## src/rtl/ripemd160_msg_padder.sv

```systemverilog
// RIPEMD-160 message padder: packs a 32-bit byte stream into 512-bit blocks
// with 0x80 / zero fill / LE64 bit length; valid/ready on both sides.
//
// Ports:
//   clk, rst_n              clock, async active-low reset
//   in_valid/in_ready       input word handshake
//   in_data/in_last         word (first byte in [31:24]) and end-of-message
//   in_bytes                valid bytes in the last word (0..4)
//   o_valid/o_ready         block handshake
//   o_block/o_last          512-bit block and final-block flag

module ripemd160_msg_padder #(
  parameter int CNT_W = 61
) (
  input  logic         clk,
  input  logic         rst_n,
  input  logic         in_valid,
  output logic         in_ready,
  input  logic [31:0]  in_data,
  input  logic         in_last,
  input  logic [2:0]   in_bytes,
  output logic         o_valid,
  input  logic         o_ready,
  output logic [511:0] o_block,
  output logic         o_last
);

  typedef enum logic [1:0] {
    S_FILL,
    S_PAD,
    S_EMIT,
    S_LEN
  } state_e;

  state_e           state_q, state_d;
  logic [7:0]       buf_q [64];
  logic [7:0]       buf_d [64];
  logic [6:0]       ptr_q, ptr_d;
  logic [CNT_W-1:0] cnt_q, cnt_d;
  logic             last_q, last_d;
  logic             pend80_q, pend80_d;
  logic             pendlen_q, pendlen_d;
  logic             alive_q;

  logic [2:0]       n;
  logic             fire;
  logic [63:0]      len64;

  assign fire  = in_valid & in_ready;
  // Short or oversized counts only matter on the final word.
  assign n     = (in_last && in_bytes <= 3'd4) ? in_bytes : 3'd4;
  assign len64 = 64'({cnt_q, 3'b000});

  always_ff @(posedge clk or negedge rst_n) begin
    if (!rst_n) begin
      state_q   <= S_FILL;
      ptr_q     <= '0;
      cnt_q     <= '0;
      last_q    <= 1'b0;
      pend80_q  <= 1'b0;
      pendlen_q <= 1'b0;
      alive_q   <= 1'b0;
      for (int i = 0; i < 64; i++)
        buf_q[i] <= '0;
    end else begin
      state_q   <= state_d;
      ptr_q     <= ptr_d;
      cnt_q     <= cnt_d;
      last_q    <= last_d;
      pend80_q  <= pend80_d;
      pendlen_q <= pendlen_d;
      alive_q   <= 1'b1;
      for (int i = 0; i < 64; i++)
        buf_q[i] <= buf_d[i];
    end
  end

  always_comb begin
    state_d   = state_q;
    buf_d     = buf_q;
    ptr_d     = ptr_q;
    cnt_d     = cnt_q;
    last_d    = last_q;
    pend80_d  = pend80_q;
    pendlen_d = pendlen_q;
    unique case (state_q)
      S_FILL: begin
        if (fire) begin
          for (int k = 0; k < 4; k++)
            if (3'(k) < n)
              buf_d[ptr_q[5:0] + 6'(k)] = in_data[8*(3-k) +: 8];
          ptr_d = ptr_q + 7'(n);
          cnt_d = cnt_q + CNT_W'(n);
          if (in_last) begin
            state_d = S_PAD;
          end else if (ptr_d == 7'd64) begin
            state_d = S_EMIT;
            last_d  = 1'b0;
          end
        end
      end
      S_PAD: begin
        state_d = S_EMIT;
        if (ptr_q[6]) begin
          // Exactly full: the 0x80 and length go in a trailer block.
          pend80_d  = 1'b1;
          pendlen_d = 1'b1;
          last_d    = 1'b0;
        end else begin
          for (int j = 0; j < 64; j++) begin
            if (7'(j) == ptr_q)
              buf_d[j] = 8'h80;
            else if (7'(j) > ptr_q)
              buf_d[j] = 8'h00;
          end
          if (ptr_q <= 7'd55) begin
            for (int j = 0; j < 8; j++)
              buf_d[56+j] = len64[8*j +: 8];
            last_d = 1'b1;
          end else begin
            // No room for the length field.
            pendlen_d = 1'b1;
            last_d    = 1'b0;
          end
        end
      end
      S_LEN: begin
        for (int j = 0; j < 64; j++)
          buf_d[j] = 8'h00;
        if (pend80_q)
          buf_d[0] = 8'h80;
        for (int j = 0; j < 8; j++)
          buf_d[56+j] = len64[8*j +: 8];
        pend80_d  = 1'b0;
        pendlen_d = 1'b0;
        last_d    = 1'b1;
        state_d   = S_EMIT;
      end
      S_EMIT: begin
        if (o_ready) begin
          for (int j = 0; j < 64; j++)
            buf_d[j] = 8'h00;
          ptr_d  = '0;
          last_d = 1'b0;
          if (last_q) begin
            cnt_d   = '0;
            state_d = S_FILL;
          end else if (pendlen_q) begin
            state_d = S_LEN;
          end else begin
            state_d = S_FILL;
          end
        end
      end
    endcase
  end

  always_comb begin
    in_ready = alive_q & (state_q == S_FILL);
    o_valid  = (state_q == S_EMIT);
    o_last   = last_q & (state_q == S_EMIT);
    o_block  = '0;
    for (int i = 0; i < 16; i++)
      o_block[511-32*i -: 32] = {buf_q[4*i+3], buf_q[4*i+2],
                                 buf_q[4*i+1], buf_q[4*i]};
  end

endmodule
```

## config.mk

```make
export PLATFORM = sky130hd
export DESIGN_NAME = ripemd160_msg_padder
export DESIGN_NICKNAME = d
export VERILOG_FILES = /design/src/rtl/ripemd160_msg_padder.sv
export SDC_FILE = /design/constraint.sdc
export NUM_CORES = 2
export LEC_CHECK = 0
export CAP_MARGIN = 20
export CORE_ASPECT_RATIO = 0.6
export CORE_MARGIN = 2
export CORE_UTILIZATION = 50
export DETAILED_ROUTE_END_ITERATION = 6
export GPL_TIMING_DRIVEN = 0
export HOLD_SLACK_MARGIN = 0.02
export PLACE_DENSITY_LB_ADDON = 0.05
export REMOVE_ABC_BUFFERS = 1
export SLEW_MARGIN = 10
export SYNTH_ARGS = -nofsm -noshare
export SYNTH_HDL_FRONTEND = slang
export SYNTH_SLANG_ARGS = --single-unit
```

## constraint.sdc

```tcl
create_clock -name clk -period 4.2 [get_ports clk]
set_input_delay 0.42 -clock clk [delete_from_list [all_inputs] [get_ports clk]]
set_output_delay 0.42 -clock clk [all_outputs]
set_load 0.1 [all_outputs]
```

== Word level (Yosys, flattened, before mapping) ==
Cells that the tools add are included.

* Register bits: 586
* Input bits: 40
* Output and inout bits: 515
* Word-level logic and storage cells: 564

* Add/subtract/negate cells: 5
* Magnitude comparators: 78
* Equality and inequality tests: 140
* Multiplexer cells: 183
* Bitwise operators: 7
* Reductions and logical operators: 80

{| class="wikitable"
|+ Operators by type and width
! cell !! count
|-
| 512-bit 2-to-1 mux || 13
|-
| 512-bit bitwise mux || 4
|-
| 512-bit one-hot mux with 4 select lines || 1
|-
| 8-bit 2-to-1 mux || 133
|-
| 4-bit AND reduction || 66
|-
| 6-bit by 7-bit == test with 1-bit output (first input constant) || 32
|-
| 6-bit by 7-bit > comparator with 1-bit output (first input constant) || 32
|-
| 8-bit demux with 6-bit select || 4
|-
| 61-bit 2-to-1 mux || 3
|-
| 3-bit inequality test (second input constant) || 58
|-
| 61-bit one-hot mux with 2 select lines || 1
|-
| 5-bit by 7-bit == test with 1-bit output (first input constant) || 16
|-
| 5-bit by 7-bit > comparator with 1-bit output (first input constant) || 16
|-
| 64-bit 2-to-1 mux || 1
|-
| 61-bit by 3-bit adder with 61-bit output || 1
|-
| 4-bit by 7-bit == test with 1-bit output (first input constant) || 8
|-
| 4-bit by 7-bit > comparator with 1-bit output (first input constant) || 8
|-
| 4-bit inequality test (second input constant) || 8
|-
| 3-bit by 7-bit == test with 1-bit output (first input constant) || 4
|-
| 7-bit >= comparator (second input constant) || 4
|-
| 3-bit by 7-bit > comparator with 1-bit output (first input constant) || 4
|-
| 7-bit by 1-bit < comparator with 1-bit output (second input constant) || 4
|-
| 6-bit NOT with 7-bit output || 4
|-
| 2-bit by 7-bit == test with 1-bit output (first input constant) || 2
|-
| other kinds (31) || 66
|}

== Depth between registers and ports, before layout ==
* Depth in word-level cells: 21
* Mapped depth: 14
* Depth with buffers taken out: 10

== Least setup slack after synthesis ==
OpenSTA, ideal clock, no wires.

* Path type: reg-to-reg
* Start point: register state_q[0]
* End point: register cnt_q[4]
* Library setup time: 0.132 ns
* Arrival time: 4.069 ns
* Required time: 4.068 ns
* Path slack: -0.001 ns
* Cell stages (with the launch flop): 9
* Cell sequence: dfrtp_1 > buf_2 > nor2b_1 > and2_1 > and2_1 > buf_2 > buf_1 > clkbuf_1 > nor2_1

{| class="wikitable"
|+ RTL lines
! what !! RTL line !! source
|-
| start, declared || 35 || <nowiki>state_e state_q, state_d;</nowiki>
|-
| start signal, assigned || 66 || <nowiki>state_q <= state_d;</nowiki>
|-
| 2-bit == test (*) || n/a ||
|-
| net o_valid || 22 || <nowiki>output logic o_valid,</nowiki>
|-
| 2-bit by 1-bit inequality test with 1-bit output (no line) / 2-bit nonzero test (equally long branches) || n/a ||
|-
| 4-bit AND reduction (no line) || n/a ||
|-
| end signal, assigned || 68 || <nowiki>cnt_q <= cnt_d;</nowiki>
|-
| end, declared || 39 || <nowiki>logic [CNT_W-1:0] cnt_q, cnt_d;</nowiki>
|}

The timed path passes the listed nets; every way through them passes the cells marked *.
A chain may end at the register's enable or synchronous reset.

== Worst setup path in the final report ==
* Start point: register state_q[0]
* End point: register buf_q (netlist bit o_block[215])

* Word-level cells in the longest chain between the ends: 5

{| class="wikitable"
|+ Ends and longest elaborated chain
! what !! RTL line !! source
|-
| 2-bit zero test || 86, 159 ||
|-
| 1-bit AND || 159 || <nowiki>in_ready = alive_q & (state_q == S_FILL);</nowiki>
|-
| 1-bit AND || 49 || <nowiki>assign fire = in_valid & in_ready;</nowiki>
|-
| 2-bit inequality test (no line) || n/a ||
|-
| 4-bit AND reduction (no line) || n/a ||
|-
| end signal, assigned by index || 74 || <nowiki>buf_q[i] <= buf_d[i];</nowiki>
|-
| end, declared || 36 || <nowiki>logic [7:0] buf_q [64];</nowiki>
|}

Parallel ways exist; a longest one is shown, timed or not.

==> impl_metrics.json <==
{
  "status": "finished, violations left",
  "violations": "design-rule violations, negative setup slack",
  "grt_max_degree": 97,
  "hp-class": "input port to flip-flop",
  "root_buffer": "clkbuf_16",
  "min_to": "o_block[252]$_DFFE_PN0P_",
  "hpwl_mm": 179,
  "reg2reg_slack_ps": -160,
  "die_w_um": 407,
  "async_reset_ff_share_pct": 100,
  "regToRegEndpoint": "o_block[215]$_DFFE_PN0P_",
  "drt_wl_total_mm": 266,
  "rows": 88,
  "min-delay-start": "in_data[4]",
  "gp_congestion": 1.07,
  "worstPathArrival_ps": 5000,
  "worstPathMaxFanout": 23,
  "vias_per_cell": 7.60,
  "crit_family": "simple AND/OR/NAND/NOR gates",
  "worst_slew_pin_slew_ps": 1340,
  "multi_input_area_mm2": 0.0322,
  "worst-r2r-cell-count": 5,
  "syn-cell-area_mm2": 0.0488,
  "clk_latency_ps": 740,
  "layout_commonest_cell": "nand2_1",
  "layout_common_cells": "845 x nand2_1, 666 x o21ai_0, 580 x dfrtp_1, 521 x clkdlybuf4s50_1, 451 x mux2i_1",
  "synth_ff_type": "dfrtp_1",
  "total_power_mw": 30.4,
  "max_stage_delay_ps": 1050,
  "drt_iter0_markers": 10200,
  "core-area_mm2": 0.0963,
  "min_path_cells": 3,
  "yosysWarnings": 0,
  "slew_headroom_pct": 11.0,
  "drive_above_1_share_pct": 14.0,
  "worst_setup_path_end_kind": "flip-flop",
  "fin_nets": 6113,
  "reg2reg_from": "state_q[0]$_DFFE_PN0P_",
  "vias": 56400,
  "port_buffers": 554,
  "critPathKind": "flip-flop to flip-flop",
  "initial_utilization_pct": 50.6,
  "rsz0062_at_grt": "false",
  "drcViolationCount": 41,
  "cts_buffers": 61,
  "utilization_pct": 60.9,
  "critPathLaunchType": "flip-flop",
  "synth.avg_cell_area_um2": 8.38,
  "fmax_ghz": 0.229,
  "die_height_um": 246,
  "clock_sinks": 586,
  "finalSetupViolCount": 58,
  "fillers": 8340,
  "grtUsageTotal_pct": 50.6,
  "ys_ff_latch": 586,
  "ys_seq_area_share_pct": 30.1,
  "clkTransAtPathRegs_ps": 70,
  "pwr_density_cell_mw_per_mm2": 518,
  "synth_edf_count": 0,
  "syn_inst": 5821,
  "hold_violations": 0,
  "drtPass1Iterations": 7,
  "crit_slowest_cell": "o21ai_2",
  "slew_violations": 0,
  "post-route-min-period_ps": 4360,
  "min_period_over_period_pct": 104,
  "synthToLayoutAreaGrowth_pct": 20.3,
  "setup_tns_ps": -2550,
  "yosysUniqueCellTypes": 120,
  "p_leak_nw": 22.0,
  "grt.overflow.total": 0,
  "detail-route-antenna-nets": 0,
  "drv_cap": 0,
  "io_pins": 555,
  "path_cells": "nor2b_2, nand2_1, o21ai_2, a31oi_1, a21oi_1",
  "crit_buf_inv": 0,
  "worstPathRequired_ps": 4830,
  "regArea_mm2": 0.0147,
  "dieArea_mm2": 0.100,
  "fin_skew_ps": 36.6,
  "routedWlPerCell_um": 35.8,
  "htree_levels": 2,
  "grt_pass1_wl_mm": 373,
  "antenna_found_initial": 13,
  "ir_worst_vdd_mv": 0.643,
  "grt_pass1_vias": 50700,
  "cts_tree": "built",
  "setup_slack_ps": -164,
  "cts.path.max_buffers": 3
}
[where the power goes]
part	switching (mW)	leakage (nW)	total [mW]	internal, mW
clock	2.73	0.909	5.66	2.93
sequential	0.927	8.07	7.13	6.21
combinational	13.3	13.1	17.6	4.34
total	16.9	22.0	30.4	13.5
[worst register-to-register path, cell delays in order (launching register included)]
cell and delay, ps:
dfrtp_1 930, nor2b_2 810, nand2_1 880, o21ai_2 1060
a31oi_1 350, a21oi_1 260
[synthesized netlist by cell type, types with 53 or more instances]
cell	number	area share (%)
clkbuf_1	391	3.0
nor3_1	79	0.81
a221oi_1	110	2.0
o211ai_1	142	2.2
a211oi_1	88	1.4
mux2i_1	453	9.3
nand3_1	91	0.93
o22ai_1	53	0.68
nor2_1	316	2.4
o21ai_0	668	6.9
o21ai_1	186	1.9
dfrtp_1	586	30
mux2_2	289	6.7
a21oi_1	125	1.3
buf_2	81	0.83
nand2_1	849	6.5
a22oi_1	232	3.6
o211a_1	185	3.8
[state kept, by name (all words and copies together) (netlist names)]
register   count
state_q        2
pendlen_q      1
pend80_q       1
o_block      512
cnt_q         61
last_q         1
ptr_q          7
alive_q        1
[layer usage]
layer	wire length, um	vias up	GRT usage, %
met5	55	-	0.0958
met3	48400	1271	23.4
met4	17300	8	26.5
met2	101000	5584	66.8
met1	99300	27000	67.8
li1	-	22500	-
[metrics by stage]
stage | cells | hold slack [ps] | cell area (um^2) | worst slack, ps
3_3_place_gp | 7136 | 486 | 53600 | -26180
5_1_grt | 7416 | 183 | 58700 | 4.53
3_5_place_dp | 7257 | 490 | 56000 | -1450
6_report | 7422 | 171 | 58700 | -164
2_1_floorplan | 5277 | 124 | 46400 | -8130
4_1_cts | 7384 | 172 | 58200 | -154
[layout make-up]
cell class | instances | share of cell area [%]
Multi-Input combinational cell | 4657 | 54.9
Inverter | 34 | 0.220
Sequential cell | 586 | 25.0
Clock buffer | 101 | 3.03
Timing Repair Buffer | 722 | 13.9
Tap cell | 1305 | 2.78
Antenna cell | 8 | 0.0341
Clock inverter | 9 | 0.168
[logic make-up after synthesis]
logic type               share of synthesized area, %
AO/OA/AOI/OAI                                    29.4
AND/OR/NAND/NOR                                  17.9
multiplexers                                     16.1
flip-flops                                       30.1
buffers and inverters                            5.11
XOR/XNOR                                         1.03
adder cells (fa/ha/maj)                         0.323
other                                         0.00769
[what timing repair did]
action | CTS | global route
pin swaps | 6 | 7
hold endpoints to repair | 86 | 0
setup endpoints to repair | 512 | 340
hold buffers | 1 | 0
gates resized for setup | 30 | 30
gates cloned | 0 | 0
buffers inserted | 16 | 13
[how the worst max path moves through the flow]
stage	start	to	slack [ps]	cells after the start
detailed placement	ptr_q[0]$_DFFE_PN0P_	o_block[407]$_DFFE_PN0P_	-1450	8
global route	ptr_q[0]$_DFFE_PN0P_	o_block[150]$_DFFE_PN0P_	5	8
finish	state_q[0]$_DFFE_PN0P_	o_block[215]$_DFFE_PN0P_	-160	5
floorplan	state_q[1]$_DFFE_PN0P_	o_block[134]$_DFFE_PN0P_	-8130	4
global placement	rst_n	o_block[114]$_DFFE_PN0P_	-26180	1
CTS	ptr_q[0]$_DFFE_PN0P_	o_block[306]$_DFFE_PN0P_	-150	8
(Power assumes the default switching activity.)
